## src/rtl/tpg_lfsr_step.sv

```systemverilog
// One Fibonacci LFSR advance: shift left, feed the tap parity into bit 0.
module tpg_lfsr_step #(
  parameter int               WIDTH     = 16,
  parameter logic [WIDTH-1:0] LFSR_TAPS = '1
) (
  input  logic [WIDTH-1:0] state,
  output logic [WIDTH-1:0] next
);
  assign next = {state[WIDTH-2:0], ^(state & LFSR_TAPS)};
endmodule

```

## config.mk

```make
export PLATFORM = sky130hd
export DESIGN_NAME = tpg_lfsr_step
export DESIGN_NICKNAME = d
export VERILOG_FILES = /design/src/rtl/tpg_lfsr_step.sv
export SDC_FILE = /design/constraint.sdc
export NUM_CORES = 1
export LEC_CHECK = 0
export ABC_AREA = 1
export CORE_MARGIN = 2
export CORE_UTILIZATION = 39
export DETAILED_ROUTE_END_ITERATION = 7
export PLACE_DENSITY = 0.88
export RECOVER_POWER = 25
export SETUP_SLACK_MARGIN = 0.1
export SLEW_MARGIN = 40
export SYNTH_ARGS = -nofsm -noshare
export SYNTH_HDL_FRONTEND = slang
export SYNTH_SLANG_ARGS = --single-unit
```

## constraint.sdc

```tcl
create_clock -name vclk -period 1.02
set_input_delay 0.153 -clock vclk [all_inputs]
set_output_delay 0.153 -clock vclk [all_outputs]
set_load 0.02 [all_outputs]
```

**After elaboration in Yosys (flattened, before gate mapping)**

Cells that the tools add are included.

- Reductions and logical operators: 1

Operator list:

| cell | number |
|---|---|
| 16-bit parity | 1 |

- Flip-flop bits (word level): 0
- Input bits: 16
- Output and inout bits: 16
- Logic and storage cells: 1

**Longest topological paths before layout**

Gate-level depths: netlist of run 1.

- Word-level depth: 1
- Depth in mapped cells: 10
- Mapped depth without buffers: 10

**Least setup slack after synthesis of run 1**

OpenSTA, ideal clock, no wires.

- Path type: input to output
- Start: input port state[3]
- End: output port next[0]
- Data arrival time: 787 ps
- Required time: 867 ps
- Slack: 80 ps
- Cell stages on the path: 7
- Path buffers: 0
- Cells stage by stage: xnor2_1 > nand2_1 > nand2_1 > nand2_1 > nand2_1 > nand2_1 > nand2_1

- Word-level cells in the longest chain between the ends: 1

Ends and longest elaborated chain:

| what | RTL line | source |
|---|---|---|
| start, declared | 6 | `input logic [WIDTH-1:0] state,` |
| 16-bit parity | 9 | `assign next = {state[WIDTH-2:0], ^(state & LFSR_TAPS)};` |
| end, declared | 7 | `output logic [WIDTH-1:0] next` |

No other way between the ends.

**Worst setup path in the final report of run 1**

- Start: input port state[5]
- End: output port next[0]

The elaborated chain is that of the path after synthesis.

==> impl_results.md, run 1 <==
- Final hold violation count: 0
- Worst setup margin: -0.100 ns
- Largest fanout on the critical path: 4
- Leak: 0.514 nW
- Core area: 1270 µm²
- Synth cell types: 9
- Crit path required time: 0.87 ns
- Total setup buffers inserted after CTS: 0
- Vias in the first global route: 480
- Crit path DAT: 0.97 ns
- Fin crit share: 110%
- Drt first pass iters: 3
- Min cycle time layout: 1.12 ns
- Leading area contributor after synthesis: nand2_1
- Final GP Congestion: 0.642
- Placed cell area: 747 µm²
- Syn avg cell area: 4.39 µm²
- Startpoint Class: input pin
- FFs & Latches: 0
- Fin area: 796 µm²
- Die Span X: 40.4 µm
- N_diodes: 0
- Vias per cell: 4.46
- I/O Pins: 32
- Largest cells by area after synthesis: nand2_1 (54%), buf_4 (22%), inv_1 (11%), nand2_2 (3.6%), inv_2 (2.9%)
- PwrDens: 530 nW/µm²
- Seq/Total Area, Yosys: 0%
- # hold bufs at CTS: 0
- Seq. cell area: 0 µm²
- Global route overflow: 0
- Slew margin rel.: 85.1%
- Area delta synth->final: 53.6%
- Failing checks: setup timing
- Crit path kind: input pin to output pin
- RSZ-0062 raised after global routing: yes
- Gate Count Post-Synth: 118
- Syn. warnings: 0
- Most common cell in the netlist: nand2_1
- Overall power: 0.421 mW
- Initial DRC Count: 7
- Max-cap violations: 0
- Site Rows: 13
- Worst VDD drop: 0.000305 V
- Initial antenna violation count: 0
- Crit path capture type: output pin
- Post-synth top area share: 54.3%
- Port Buf Inserts: 32
- Initial core utilization: 40.8%
- Final WL: 1230 µm
- Worst hold slack: 0.708 ns
- Syn Std Cell Area: 518 µm²
- Number of nets in the layout: 153
- First-pass GRT wire length: 1780 µm
- Share of layout cells above drive strength 1: 42.2%
- Hold Path Class: input pin to output pin
- Residual DRC: 0
- Final antenna-violating net count: 0
- Worst Hold Depth: 2
- Die H: 40.4 µm
- Final setup violation count: 1
- Status: finished with violations
- Post-detail-place hpwl: 976 µm
- DP Cell Count: 150
- Routed via count: 669
- Top post-synthesis cells by count: nand2_1 (75), buf_4 (15), inv_1 (15), inv_2 (4), nand2_2 (3)
- CLK BUF: 0
- GRT Total Usage: 14.9%
- WL/cell: 8.21 µm
- Mapped Nets: 134
- Non-Filler Instances: 150
- Pins over their slew limit: 0
- Area of the die: 1640 µm²
- Largest net degree at the start of global routing: 5
- Tightest Pin Transition: 0.224 ns
- Max Clk Rate: 893 MHz
[layout by cell type, fill, tap and decap left out]
cell type      synthesis  routed
buf_2                  0       7
inv_4                  0       1
xnor2_4                0       1
nand3_1                1       1
nand2_2                3      16
inv_1                 15       3
nor2_4                 0       2
buf_6                  0       5
nand2_1               75      59
buf_8                  0       1
buf_12                 0       1
buf_4                 15       3
inv_2                  4      15
nand2_4                0       3
nor2_2                 2       2
dlygate4sd2_1          0      15
[power by group]
group	switching, mW	internal (mW)
Sequential	0	0
Clock	0	0
Combinational	0.241	0.181
Total	0.241	0.181
[per-layer routing]
| layer | routed length, µm | global-route usage [%] |
|---|---|---|
| met5 | 0 | 0 |
| met4 | 0 | 0 |
| met3 | 46 | 0 |
| met2 | 698 | 30.2 |
| met1 | 487 | 17.9 |
[logic make-up after synthesis]
group	Yosys count	synth area share (%)
xor+xnor	1	1.69
simple gates	83	62.8
buf+inv	34	35.5
[layout make-up]
class,count,area [µm²]
Tap cell,15,18.8
Inverter,19,73.8
Multi-Input combinational cell,84,423
Fill cell,143,473
Timing Repair Buffer,32,280
[path summary, 6_finish.rpt]
kind / start / endpoint / slack, ns
max: state[5] / next[0] / -0.10
min: state[1] / next[2] / 0.71
[critical path, cell delays in order]
cell and delay [ns]:
buf_4 0.12, inv_2 0.06, nand2_1 0.06, nand2_2 0.10, nand2_2 0.06, nand2_2 0.07
nand3_1 0.07, nand2_1 0.06, nand2_1 0.06, nand2_2 0.06, buf_6 0.11
[timing repair]
action	in CTS	in global routing
gates cloned	0	0
endpoints found under the setup margin	16	1
gates resized for setup	118	19
pin swaps	23	18
[through the flow]
step	worst slack (ns)	setup TNS, ns	util (%)
floorplan	0.116	0	-
finish	-0.100	-0.100	62.7
global route	-0.191	-0.191	62.7
global placement	-1.01	-7.26	58.9
CTS	-0.107	-0.107	57.9
detailed placement	-1.04	-7.45	58.9
(Power assumes the default switching activity.)
==> inputs of run 2 (changes only) <==
Settings changed: CAP_MARGIN from default to 20.
==> results of run 2 <==
No change in the layout: final DEF, timing and power equal those of run 1.
